**src/rtl/divider_pkg.sv**
```systemverilog
// Shared widths, FSM states and constants for the sequential restoring divider.
package divider_pkg;

  localparam int DIVIDEND_W = 32;
  localparam int DIVISOR_W  = 16;

  typedef enum logic [1:0] {
    IDLE   = 2'd0,
    RUN    = 2'd1,
    FINISH = 2'd2
  } div_state_t;

  // All-ones quotient reported when the divisor is zero
  localparam logic [DIVIDEND_W-1:0] DIV0_QUOTIENT = '1;

endpackage

```
**src/rtl/divider_step.sv**
```systemverilog
// One restoring-division iteration: shift in the next dividend bit, trial-subtract, restore on borrow.
module divider_step #(
  parameter int DIVISOR_W = 16
) (
  input  logic [DIVISOR_W:0]   rem_in,
  input  logic                 next_bit,
  input  logic [DIVISOR_W-1:0] divisor,
  output logic [DIVISOR_W:0]   rem_out,
  output logic                 q_bit
);

  logic [DIVISOR_W+1:0] shifted;
  logic [DIVISOR_W+1:0] diff;

  // The extra top bit of diff acts as the borrow/sign of the trial subtraction
  always_comb begin
    shifted = {rem_in, next_bit};
    diff    = shifted - {2'b00, divisor};
    q_bit   = ~diff[DIVISOR_W+1];
    rem_out = q_bit ? diff[DIVISOR_W:0] : shifted[DIVISOR_W:0];
  end

endmodule

```
**src/rtl/divider_16_bit_seq.sv**
```systemverilog
// Sequential unsigned 32/16 restoring divider, one quotient bit per clock, start/busy/done handshake.
module divider_16_bit_seq
  import divider_pkg::*;
#(
  parameter int DIVIDEND_W = divider_pkg::DIVIDEND_W,
  parameter int DIVISOR_W  = divider_pkg::DIVISOR_W
) (
  input  logic                  clk,
  input  logic                  rst,
  input  logic                  start,
  input  logic [DIVIDEND_W-1:0] dividend,
  input  logic [DIVISOR_W-1:0]  divisor,
  output logic                  busy,
  output logic                  done,
  output logic [DIVIDEND_W-1:0] quotient,
  output logic [DIVISOR_W-1:0]  remainder,
  output logic                  div_by_zero
);

  localparam int CNT_W = $clog2(DIVIDEND_W);
  localparam logic [CNT_W-1:0] LAST_STEP = CNT_W'(DIVIDEND_W - 1);

  div_state_t            state;
  logic [CNT_W-1:0]      cnt;
  logic [DIVISOR_W:0]    part_rem;
  logic [DIVIDEND_W-1:0] dvd_q;
  logic [DIVISOR_W-1:0]  dsr;
  logic [DIVISOR_W:0]    step_rem;
  logic                  step_q;

  divider_step #(
    .DIVISOR_W(DIVISOR_W)
  ) u_step (
    .rem_in  (part_rem),
    .next_bit(dvd_q[DIVIDEND_W-1]),
    .divisor (dsr),
    .rem_out (step_rem),
    .q_bit   (step_q)
  );

  assign busy = (state != IDLE);

  // dvd_q shifts the dividend out of its MSB while quotient bits enter at the LSB,
  // so after the last step it holds the full quotient.
  always_ff @(posedge clk) begin
    if (rst) begin
      state       <= IDLE;
      cnt         <= '0;
      part_rem    <= '0;
      dvd_q       <= '0;
      dsr         <= '0;
      done        <= 1'b0;
      quotient    <= '0;
      remainder   <= '0;
      div_by_zero <= 1'b0;
    end else begin
      done <= 1'b0;
      case (state)
        IDLE: begin
          if (start) begin
            dvd_q    <= dividend;
            dsr      <= divisor;
            part_rem <= '0;
            cnt      <= '0;
            state    <= (divisor == '0) ? FINISH : RUN;
          end
        end
        RUN: begin
          part_rem <= step_rem;
          dvd_q    <= {dvd_q[DIVIDEND_W-2:0], step_q};
          cnt      <= cnt + 1'b1;
          if (cnt == LAST_STEP) state <= FINISH;
        end
        FINISH: begin
          done  <= 1'b1;
          state <= IDLE;
          if (dsr == '0) begin
            quotient    <= DIVIDEND_W'(DIV0_QUOTIENT);
            remainder   <= dvd_q[DIVISOR_W-1:0];
            div_by_zero <= 1'b1;
          end else begin
            quotient    <= dvd_q;
            remainder   <= part_rem[DIVISOR_W-1:0];
            div_by_zero <= 1'b0;
          end
        end
        default: state <= IDLE;
      endcase
    end
  end

endmodule

```
**config.mk**
```make
export PLATFORM = sky130hd
export DESIGN_NAME = divider_16_bit_seq
export DESIGN_NICKNAME = d
export VERILOG_FILES = /design/src/rtl/divider_pkg.sv /design/src/rtl/divider_step.sv /design/src/rtl/divider_16_bit_seq.sv
export SDC_FILE = /design/constraint.sdc
export NUM_CORES = 1
export LEC_CHECK = 0
export BUFFER_PORTS_ARGS = -buffer_cell sky130_fd_sc_hd__buf_4
export CORE_MARGIN = 5
export CORE_UTILIZATION = 55
export CTS_BUF_LIST = sky130_fd_sc_hd__clkbuf_8 sky130_fd_sc_hd__clkbuf_16
export CTS_CLUSTER_DIAMETER = 200
export DETAILED_ROUTE_END_ITERATION = 6
export HOLD_SLACK_MARGIN = 0.03
export PLACE_DENSITY = 0.78
export SYNTH_ARGS = -nofsm -noshare
export SYNTH_HDL_FRONTEND = slang
export SYNTH_HIERARCHICAL = 1
export SYNTH_SLANG_ARGS = --single-unit
export TNS_END_PERCENT = 1
```
**constraint.sdc**
```tcl
create_clock -name clk -period 2.8 [get_ports clk]
set_clock_uncertainty 0.05 [all_clocks]
set_input_delay 0.56 -clock clk [delete_from_list [all_inputs] [get_ports clk]]
set_output_delay 0.56 -clock clk [all_outputs]
set_load 0.02 [all_outputs]
```
---- Yosys cells after proc, flatten, opt, wreduce, memory -nomap -nowiden ----
Cells that the tools add are included.
word-level totals
  bits in registers ....................... 122
  input port bits ......................... 51
  output and inout bits ................... 51
  word-level logic and storage cells ...... 40
cells by class
  $add $sub $neg .......................... 2
  eq/ne operators ......................... 5
  muxes and demuxes ....................... 15
  bitwise operators ....................... 1
  reduce and logical (&&, ||, !) cells .... 8
operator list
  kind                 count
  $mux 32              2
  $pmux 32 s2          1
  $mux 17              2
  $pmux 17 s2          1
  $logic_not 16->1     2
  $sub 18x16->18       1
  $mux 16              1
  $pmux 5 s2           1
  $mux 2               3
  $reduce_and 2->1     3
  $add 5x1->5 const B  1
  $eq 5x5->1 const B   1
  $mux 5               1
  $ne 2x2->1 const B   2
  $pmux 2 s2           1
  $reduce_bool 2->1    2
  $eq 2x1->1 const B   1
  $eq 2x2->1 const B   1
  $logic_not 2->1      1
  $mux 1               2
  $not 1->1            1

---- Longest topological paths before layout ----
Gate-level depths: netlist (run 1).
  depth in word-level cells ............... 4
  depth in mapped cells ................... 13
  mapped depth without buffers ............ 12

---- Cells and area by module ----
The synthesis (run 1) kept the hierarchy.
modules (own cells, without submodules)
  module              times used  cells each  area each (sq um)
  divider_16_bit_seq  1           581         4798.4
  divider_step        1           176         1158.6

---- Worst setup path before layout (run 1) ----
OpenSTA, ideal clock, no wires.
  kind .................................... register -> register
  start point ............................. register dsr[12]
  end point ............................... register part_rem[15]
  arrival ................................. 2.452 ns
  slack ................................... 0.227 ns
  cell stages (with the launch flop) ...... 14
  clock period less this slack ............ 2.573 ns
  path through ............................ dfxtp_1 inv_1 ha_1 buf_6 a21oi_2 nand2b_1 o31a_1 or4_1 o221ai_4 buf_4 nand2_1 o41ai_1 nand2_1 a21oi_1
on the way
  cells in the longest elaborated chain, start to end .. 3
RTL lines
  what                    RTL line                  RTL
  from (decl)             divider_16_bit_seq.sv:27  logic [DIVISOR_W-1:0] dsr;
  from (signal assigned)  divider_16_bit_seq.sv:62  dsr <= divisor;
  $sub 18x16->18          divider_step.sv:18        diff = shifted - {2'b00, divisor};
  $mux 17                 divider_step.sv:20        rem_out = q_bit ? diff[DIVISOR_W:0] : shifted[DIVISOR_W:0];
  net step_rem[15]        divider_16_bit_seq.sv:28  logic [DIVISOR_W:0] step_rem;
  $pmux 17 s2             divider_16_bit_seq.sv:58  case (state)
  to (signal assigned)    divider_16_bit_seq.sv:69  part_rem <= step_rem;
  to (decl)               divider_16_bit_seq.sv:25  logic [DIVISOR_W:0] part_rem;
The timed path passes the listed nets, and every way through them passes these cells.
A chain may end at the register's enable or synchronous reset.

---- Final worst setup path (run 1) ----
  start point ............................. register dsr[1]
  end point ............................... register part_rem[5]
Same word-level chain as after synthesis.

==> flow_metrics.py, run 1 <==
metrics = {
    "cells_and_area": {
        "stdcell_area_um2": 7646,
        "area_growth_pct": 28.36,
        "drive_gt1_frac": 0.2485,
        "fillCellCount": 858,
        "insertedDiodeCount": 0,
        "final_nets": 918,
        "finalNonFillerCells": 1001,
        "fin_util": 0.7116,
    },
    "floorplan": {
        "num_rows": 38,
        "fp.dieW_um": 114.1,
        "num_io_pins": 102,
        "die-area_um2": 13010,
        "die_y_um": 114.1,
        "coreArea_um2": 10750,
        "floorplan.initialDensity": 0.5544,
    },
    "clock_tree": {
        "cts-root-buf": "clkbuf_8",
        "clkTransAtPathRegs_ns": 0.06,
        "cts_tree": "yes",
        "clock-sinks": 122,
        "cts_max_level": 4,
        "insertion_delay_ns": 0.52,
        "clockBufferDepth": 2,
        "cts_hold_buf": 0,
        "cts_buffers": 17,
    },
    "sta": {
        "final_max_slew_viol_count": 0,
        "rsz0062_at_grt": "true",
        "tns_ns": 0,
        "clock.fmax_mhz": 368.0,
        "worst_pin_slew_ns": 0.8009,
        "setup_ws_ns": 0.08289,
        "setup_violations": 0,
        "final.min_clock_period_ns": 2.717,
        "fin_crit_sh": 0.9704,
        "hold_viol": 0,
        "timing.hold.ws_ns": 0.2461,
        "slew_headroom": 0.4660,
    },
    "placed_design": {
        "numPortBuffers": 101,
        "dp_slack_ns": 0.04234,
        "dpl_cell_area_um2": 6889,
        "hpwlAfterDp_um": 11870,
        "place_congestion": 0.9426,
        "dp_cells": 965,
    },
    "route": {
        "via_per_inst": 5.890,
        "detail-route-antenna-nets": 0,
        "drc": 0,
        "via_count": 5896,
        "firstDrtPassIters": 7,
        "wl_um": 17670,
        "initialDrtViolationCount": 482,
        "post_drt_wl_per_cell_um": 17.65,
    },
    "synth": {
        "synthArstFlopShare": 0,
        "yosysSeqAreaShare": 0.4100,
        "yosysWarnings": 6,
        "synth_edf_count": 0,
        "ys_ff_latch": 122,
        "syn_area_um2": 5957,
        "avgSynthCellArea_um2": 7.869,
        "post-synth-top-count-cell": "dfxtp_1",
        "synth_top_area_cell": "dfxtp_1",
        "ys_top_cells_by_count": "dfxtp_1 (122), nand2_1 (111), nor3_1 (82)",
        "synth.net_count": 827,
        "synth_cells": 757,
        "synth_top_area_share": 0.4100,
        "synth_ff_type": "dfxtp_1",
        "synth.distinct_cells": 54,
        "synth_area_leaders": "dfxtp_1 (41%), nand2_1 (7.0%), nor3_1 (6.9%)",
    },
    "critical_path": {
        "start_kind": "register",
        "worstPathRequired_ns": 3.19,
        "crit_path_max_fanout": 13,
        "cp_data_arrival_time_ns": 3.11,
        "crit_path_end_kind": "register",
        "path_class": "reg2reg",
    },
    "pwr": {
        "p_per_area_nw_per_um2": 1052,
        "vdd_drop_max_mv": 0.7840,
        "totalPowerFinal_mw": 8.040,
        "total_leakage_power_nw": 3.024,
    },
    "min_path": {
        "hp-class": "in2reg",
    },
    "global_routing": {
        "antenna_found_initial": 0,
        "grt_pass1_wl_um": 28150,
        "grt_start_max_net_pins": 56,
        "overflow": 0,
        "grt_pass1_vias": 5755,
        "grt_usage": 0.2679,
    },
    "outcome": {
        "status": "finished clean",
    },
    "job": {
        "drv_cap": 0,
    },
}
## report_power, final
group	switching [mW]	internal [mW]
clock network	0.818	1.47
logic	1.99	1.69
registers	0.187	1.88
total	3.00	5.04
## routing by layer
metal  global-route usage  share of wire
met5                    0              0
met4              0.09343          0.016
met3              0.04915          0.072
met2               0.4536           0.48
met1               0.3433           0.43
## worst max-delay path: stages, from the launching register on
cell and delay [ns]:
dfxtp_2 0.34, inv_1 0.04, ha_1 0.28, nor2b_4 0.14, o2111a_1 0.29, a311oi_4 0.33, buf_4 0.19, o22ai_4 0.07
o221ai_4 0.32, buf_12 0.19, nand2_1 0.07, o21ai_0 0.10, nand2_1 0.10, a21oi_2 0.13
## area by class of cell
cell class | count | area, um2 | area share
multi-input combinational | 550 | 3237 | 0.4233
sequential | 122 | 2446 | 0.3199
timing repair buffer | 136 | 1084 | 0.1417
clock buffer | 18 | 427.9 | 0.05596
clock inverter | 14 | 197.7 | 0.02586
tap | 140 | 175.2 | 0.02291
inverter | 21 | 78.83 | 0.01031
## cells by family after synthesis
logic type / Yosys count / share of synthesized area
AO/OA/AOI/OAI: 160 / 0.1706
XOR/XNOR: 13 / 0.01911
adder cells (fa/ha/maj): 19 / 0.04117
buffers and inverters: 85 / 0.06511
flip-flops: 122 / 0.4100
multiplexers: 1 / 0.001890
AND/OR/NAND/NOR: 357 / 0.2922
## flip-flops by register name, indices dropped and copies added, names as in the netlist
register / cells
cnt: 5
done: 1
remainder: 16
part_rem: 17
dsr: 16
div_by_zero: 1
state: 2
dvd_q: 32
quotient: 32
## worst paths after layout
| path | startpoint | to | slack, ns | cells past startpoint |
|---|---|---|---|---|
| worst max-delay path | dsr[1] | part_rem[5] | 0.08 | 13 |
| worst min-delay path | divisor[8] | dsr[8] | 0.25 | 3 |
| worst max register to register | dsr[1] | part_rem[5] | 0.08 | 13 |
| worst min register to register | div_by_zero | div_by_zero | 0.42 | 2 |
## repair_timing
item / CTS / global route
endpoints found under the setup margin: 2 / 18
hold endpoints to repair: 0 / 0
gates cloned: 1 / 0
setup buffers: 2 / 2
pin swaps: 3 / 8
gates resized for setup: 4 / 21
## placed cells by master, fill, tap and decap left out, types with 4 or more instances in the layout
master and instances:
a21o_1 7, a21oi_1 78, nand3_1 21, xnor2_1 6, nor3_2 18, nor3_1 82
o21ai_0 16, nand2b_1 5, nor4_1 26, clkinv_4 4, ha_1 12, a22oi_1 31
clkbuf_16 16, buf_12 5, nor2_1 69, nand4_1 6, nand2_1 111, dfxtp_1 119
xor2_1 7, bufinv_16 4, inv_1 22, o21ai_1 6, buf_4 131, ha_2 4
No activity file was read; power rests on OpenSTA's default activity.
==> run 2: changes to the inputs <==
==> constraint.sdc (replaced) <==
create_clock -name clk -period 2.6 [get_ports clk]
set_clock_uncertainty 0.05 [all_clocks]
set_input_delay 0.52 -clock clk [delete_from_list [all_inputs] [get_ports clk]]
set_output_delay 0.52 -clock clk [all_outputs]
set_load 0.02 [all_outputs]
==> run 2 against run 1 <==
Compared with the run above: the flow now finishes with violations (setup timing); global-route usage rose by 1.7 points; sequential cell count unchanged; non-clock buffer count rose by 29; cell count is 2.9% higher; core utilization grew 2.8 points.
==> flow_metrics.py, run 2 (synthesis results as in run 1) <==
metrics = {
    "placed_design": {
        "hpwlAfterDp_um": 12150,
        "place_congestion": 0.8863,
        "dp_cells": 986,
        "dpl_cell_area_um2": 7034,
        "numPortBuffers": 101,
        "dp_slack_ns": -0.1156,
    },
    "route": {
        "met2_length_um": 9158,
        "detail-route-antenna-nets": 0,
        "top_layer": "met4",
        "initialDrtViolationCount": 627,
        "firstDrtPassIters": 5,
        "post_drt_wl_per_cell_um": 18.07,
        "wl_met3_um": 1272,
        "via_per_inst": 5.909,
        "via_count": 6086,
        "wirelength_met1_um": 7718,
        "drc": 0,
        "wl_um": 18620,
    },
    "cells_and_area": {
        "insertedDiodeCount": 0,
        "stdcell_area_um2": 7944,
        "multi_input_area_um2": 3367,
        "drive_gt1_frac": 0.3056,
        "final_nets": 947,
        "fin_util": 0.7393,
        "area_growth_pct": 33.35,
        "layout_commonest_cell": "buf_4",
        "final_cell_mix": "buf_4 (156), dfxtp_1 (114), nand2_1 (107), nor3_1 (82), a21oi_1 (71)",
        "largest_registers": "dvd_q: 32 flops, quotient: 32 flops, part_rem: 17 flops",
        "regArea_um2": 2452,
        "fillCellCount": 831,
        "finalNonFillerCells": 1030,
    },
    "global_routing": {
        "antenna_found_initial": 0,
        "grt_pass1_vias": 5935,
        "grt_usage": 0.2851,
        "overflow": 0,
        "grt_pass1_wl_um": 29550,
        "grt_start_max_net_pins": 88,
    },
    "pwr": {
        "total_leakage_power_nw": 3.164,
        "p_per_area_nw_per_um2": 1211,
        "totalPowerFinal_mw": 9.620,
        "vdd_drop_max_mv": 1.918,
    },
    "floorplan": {
        "floorplan.initialDensity": 0.5544,
        "num_rows": 38,
        "fp.dieW_um": 114.1,
        "num_io_pins": 102,
        "coreArea_um2": 10750,
        "die_y_um": 114.1,
        "die-area_um2": 13010,
    },
    "critical_path": {
        "crit_path_max_fanout": 7,
        "path_class": "reg2reg",
        "start_kind": "register",
        "cpPeakStageDelay_ns": 0.52,
        "critPathBufInv": 3,
        "cpLargestDelayFamily": "compound AO/OA/AOI/OAI gates",
        "crit_slowest_cell": "or4_4",
        "crit_path_end_kind": "register",
        "crit_chain": "inv_1 -> ha_1 -> o21ai_1 -> nand2b_1 -> o31a_1 -> or4_4 -> o221ai_4 -> buf_6 -> buf_8 -> nand2_1 -> o21ai_1 -> nand2_1 -> a21oi_2",
        "worstPathRequired_ns": 3.02,
        "cp_data_arrival_time_ns": 3.16,
    },
    "clock_tree": {
        "cts-root-buf": "clkbuf_8",
        "cts_buffers": 17,
        "clkTransAtPathRegs_ns": 0.06,
        "clock-sinks": 122,
        "cts_tree": "yes",
        "clockBufferDepth": 2,
        "insertion_delay_ns": 0.54,
        "cts_max_level": 4,
    },
    "sta": {
        "setup_ws_ns": -0.1420,
        "timing.hold.ws_ns": 0.1873,
        "setup_violations": 18,
        "tns_ns": -1.071,
        "worst_pin_slew_ns": 0.8320,
        "clock.fmax_mhz": 364.7,
        "hold_viol": 0,
        "fin_crit_sh": 1.055,
        "slew_headroom": 0.4454,
        "rsz0062_at_grt": "true",
        "final.min_clock_period_ns": 2.742,
        "final_max_slew_viol_count": 0,
    },
    "min_path": {
        "hp-class": "in2reg",
    },
    "job": {
        "drv_cap": 0,
    },
    "outcome": {
        "violations": "setup timing",
        "status": "complete, but fails checks",
    },
}
[run 2: cell count changes in the layout (fill, tap and decap cells not counted), sizes merged]
cell and change:
buf +29, bufinv -3, clkbuf -1, clkinv +1, clkinvlp +3
[run 2: cell type report]
| cell class | count | share of cell area |
|---|---|---|
| Tap cell | 140 | 0.02205 |
| Timing Repair Buffer | 165 | 0.1671 |
| Inverter | 21 | 0.009923 |
| Clock buffer | 17 | 0.05213 |
| Clock inverter | 15 | 0.01622 |
| Sequential cell | 122 | 0.3087 |
| Multi-Input combinational cell | 550 | 0.4238 |
[run 2: worst paths after layout]
| kind | slack, ns | cells after the start | to | from |
|---|---|---|---|---|
| worst min-delay path | 0.19 | 3 | dsr[12] | divisor[12] |
| worst min register to register | 0.42 | 2 | dsr[9] | dsr[9] |
| worst max register to register | -0.14 | 13 | part_rem[4] | dsr[14] |
| worst max-delay path | -0.14 | 13 | part_rem[4] | dsr[14] |
[run 2: where the power goes]
group          internal [mW]  switching [mW]
Sequential              2.02           0.180
Combinational           2.65            2.62
Clock                   1.26           0.887
[run 2: worst min-delay path: stages]
cell	delay [ns]
buf_4	0.11
nand2_1	0.05
a21oi_1	0.05
[run 2: metal layers]
metal,vias up,global-route usage
li1,2901,-
met1,2876,0.3643
met2,266,0.4738
met3,43,0.05761
met4,0,0.1116
met5,-,0
[run 2: timing repair]
item | in CTS | in global routing
pin swaps | 12 | 17
endpoints found under the setup margin | 17 | 18
resized for setup | 23 | 44
buffers inserted | 8 | 3
gates cloned | 2 | 0
hold buffers | 0 | 0
==> run 3: changes to the inputs <==
--- a/config.mk
+++ b/config.mk
@@ -6,13 +6,13 @@
 export NUM_CORES = 1
 export LEC_CHECK = 0
 export BUFFER_PORTS_ARGS = -buffer_cell sky130_fd_sc_hd__buf_4
+export CORE_ASPECT_RATIO = 1.2
 export CORE_MARGIN = 5
-export CORE_UTILIZATION = 55
+export CORE_UTILIZATION = 40
 export CTS_BUF_LIST = sky130_fd_sc_hd__clkbuf_8 sky130_fd_sc_hd__clkbuf_16
 export CTS_CLUSTER_DIAMETER = 200
 export DETAILED_ROUTE_END_ITERATION = 6
 export HOLD_SLACK_MARGIN = 0.03
-export PLACE_DENSITY = 0.78
 export SYNTH_ARGS = -nofsm -noshare
 export SYNTH_HDL_FRONTEND = slang
 export SYNTH_HIERARCHICAL = 1
==> run 3 against run 2 <==
Compared with the run above: worst hold slack better by 0.13 ns; the run still ends with setup timing left; clock power is 9% higher; highest routed layer unchanged; sequential power about the same; design area is 1.9% higher; register-to-register slack better by 0.10 ns.
==> flow_metrics.py, run 3 (synthesis results as in run 1) <==
metrics = {
    "outcome": {
        "status": "complete, but fails checks",
        "violations": "setup timing",
    },
    "cells_and_area": {
        "layout_commonest_cell": "buf_4",
        "drive_gt1_frac": 0.2899,
        "multi_input_area_um2": 3298,
        "insertedDiodeCount": 0,
        "largest_registers": "dvd_q: 32 flops, quotient: 32 flops, part_rem: 17 flops",
        "stdcell_area_um2": 8097,
        "regArea_um2": 2446,
        "final_cell_mix": "buf_4 (162), dfxtp_1 (119), nand2_1 (109), nor3_1 (82), a21oi_1 (74)",
        "fin_util": 0.5571,
        "area_growth_pct": 35.92,
        "fillCellCount": 1354,
        "final_nets": 955,
    },
    "global_routing": {
        "grt_pass1_vias": 5924,
        "grt_pass1_wl_um": 29000,
        "antenna_found_initial": 0,
        "overflow": 0,
        "grt_usage": 0.2086,
        "grt_start_max_net_pins": 52,
    },
    "route": {
        "wl_um": 18100,
        "firstDrtPassIters": 7,
        "via_per_inst": 5.420,
        "post_drt_wl_per_cell_um": 16.50,
        "via_count": 5946,
        "detail-route-antenna-nets": 0,
        "initialDrtViolationCount": 357,
        "drc": 0,
    },
    "clock_tree": {
        "clockBufferDepth": 2,
        "insertion_delay_ns": 0.42,
        "cts_buffers": 17,
        "clkTransAtPathRegs_ns": 0.06,
        "cts_tree": "yes",
        "cts-root-buf": "clkbuf_16",
        "cts_max_level": 4,
        "clock-sinks": 122,
    },
    "sta": {
        "setup_violations": 6,
        "slew_headroom": 0.4637,
        "rsz0062_at_grt": "true",
        "final.min_clock_period_ns": 2.637,
        "clock.fmax_mhz": 379.2,
        "worst_pin_slew_ns": 0.8035,
        "fin_crit_sh": 1.014,
        "final_max_slew_viol_count": 0,
        "setup_ws_ns": -0.03744,
        "hold_viol": 0,
    },
    "floorplan": {
        "coreArea_um2": 14530,
        "die-area_um2": 17440,
        "fp.dieW_um": 121.4,
        "num_rows": 48,
        "num_io_pins": 102,
        "floorplan.initialDensity": 0.4099,
        "die_y_um": 143.7,
    },
    "placed_design": {
        "hpwlAfterDp_um": 12540,
        "numPortBuffers": 101,
        "place_congestion": 0.8211,
        "dpl_cell_area_um2": 7202,
    },
    "critical_path": {
        "cp_data_arrival_time_ns": 2.93,
        "path_class": "reg2reg",
        "start_kind": "register",
        "crit_path_end_kind": "register",
        "crit_path_max_fanout": 3,
        "worstPathRequired_ns": 2.89,
    },
    "job": {
        "drv_cap": 0,
    },
    "min_path": {
        "hp-class": "in2reg",
    },
    "pwr": {
        "total_leakage_power_nw": 3.238,
        "vdd_drop_max_mv": 1.015,
        "p_per_area_nw_per_um2": 1201,
    },
}
==> run 3: cell count changes in the layout (fill, tap and decap cells not counted), sizes merged <==
cell / delta
buf: +8
clkbuf: +3
clkinvlp: -3
bufinv: +1
clkinv: -1
inv: -1
==> run 3: metal layers <==
layer | wire (um) | vias up | track usage
li1 | - | 2917 | -
met1 | 7282 | 2823 | 0.2410
met2 | 9293 | 174 | 0.3686
met3 | 980 | 32 | 0.04882
met4 | 540 | 0 | 0.08909
met5 | 0 | - | 0
==> run 3: metrics by stage <==
step	setup slack (ns)	hold slack, ns	setup TNS, ns	power [mW]	instances
4_1_cts	0.006115	0.2991	0	9.362	1096
2_1_floorplan	0.02738	0.3990	0	4.628	757
5_1_grt	-0.1986	0.3110	-2.436	10.22	1097
3_3_place_gp	-0.02300	0.3961	-0.09003	5.699	1055
3_5_place_dp	-0.1005	0.4148	-0.8295	5.738	1055
6_report	-0.03744	0.3154	-0.1110	9.722	1097
==> run 3: worst max-delay path: stages, from the launching register on <==
cell and delay (ns):
dfxtp_2 0.33, inv_2 0.05, ha_4 0.22, nor2b_4 0.12, o2111a_1 0.24, a311oi_2 0.29
o31a_1 0.28, o221ai_4 0.19, buf_6 0.18, a2111oi_4 0.20, xor2_1 0.18, nand2_1 0.09
a21oi_2 0.15
==> run 3: final cells by class <==
type,count,share of cell area
multi-input combinational,550,0.4074
sequential,122,0.3021
timing repair buffer,173,0.1771
clock buffer,20,0.05764
tap,200,0.03091
clock inverter,11,0.01514
inverter,21,0.009736
==> run 3: timing repair <==
action | in CTS | in global routing
pin swaps | 14 | 9
gates cloned | 2 | 0
setup endpoints to repair | 18 | 18
resized for setup | 12 | 21
buffers inserted | 8 | 1
hold buffers | 0 | 0
==> run 3: path summary, 6_finish.rpt <==
kind	startpoint	end	slack [ns]	cells past startpoint
worst max register to register	dsr[1]	part_rem[16]	-0.04	12
worst min-delay path	divisor[6]	dsr[6]	0.32	3
worst max-delay path	dsr[1]	part_rem[16]	-0.04	12
worst min register to register	div_by_zero	div_by_zero	0.42	2
==> run 3: where the power goes <==
group	switching, mW	internal [mW]	leakage, nW
sequential	0.179	2.02	0.993
clock	0.861	1.48	0.285
combinational	2.51	2.67	1.96
total	3.55	6.17	3.24
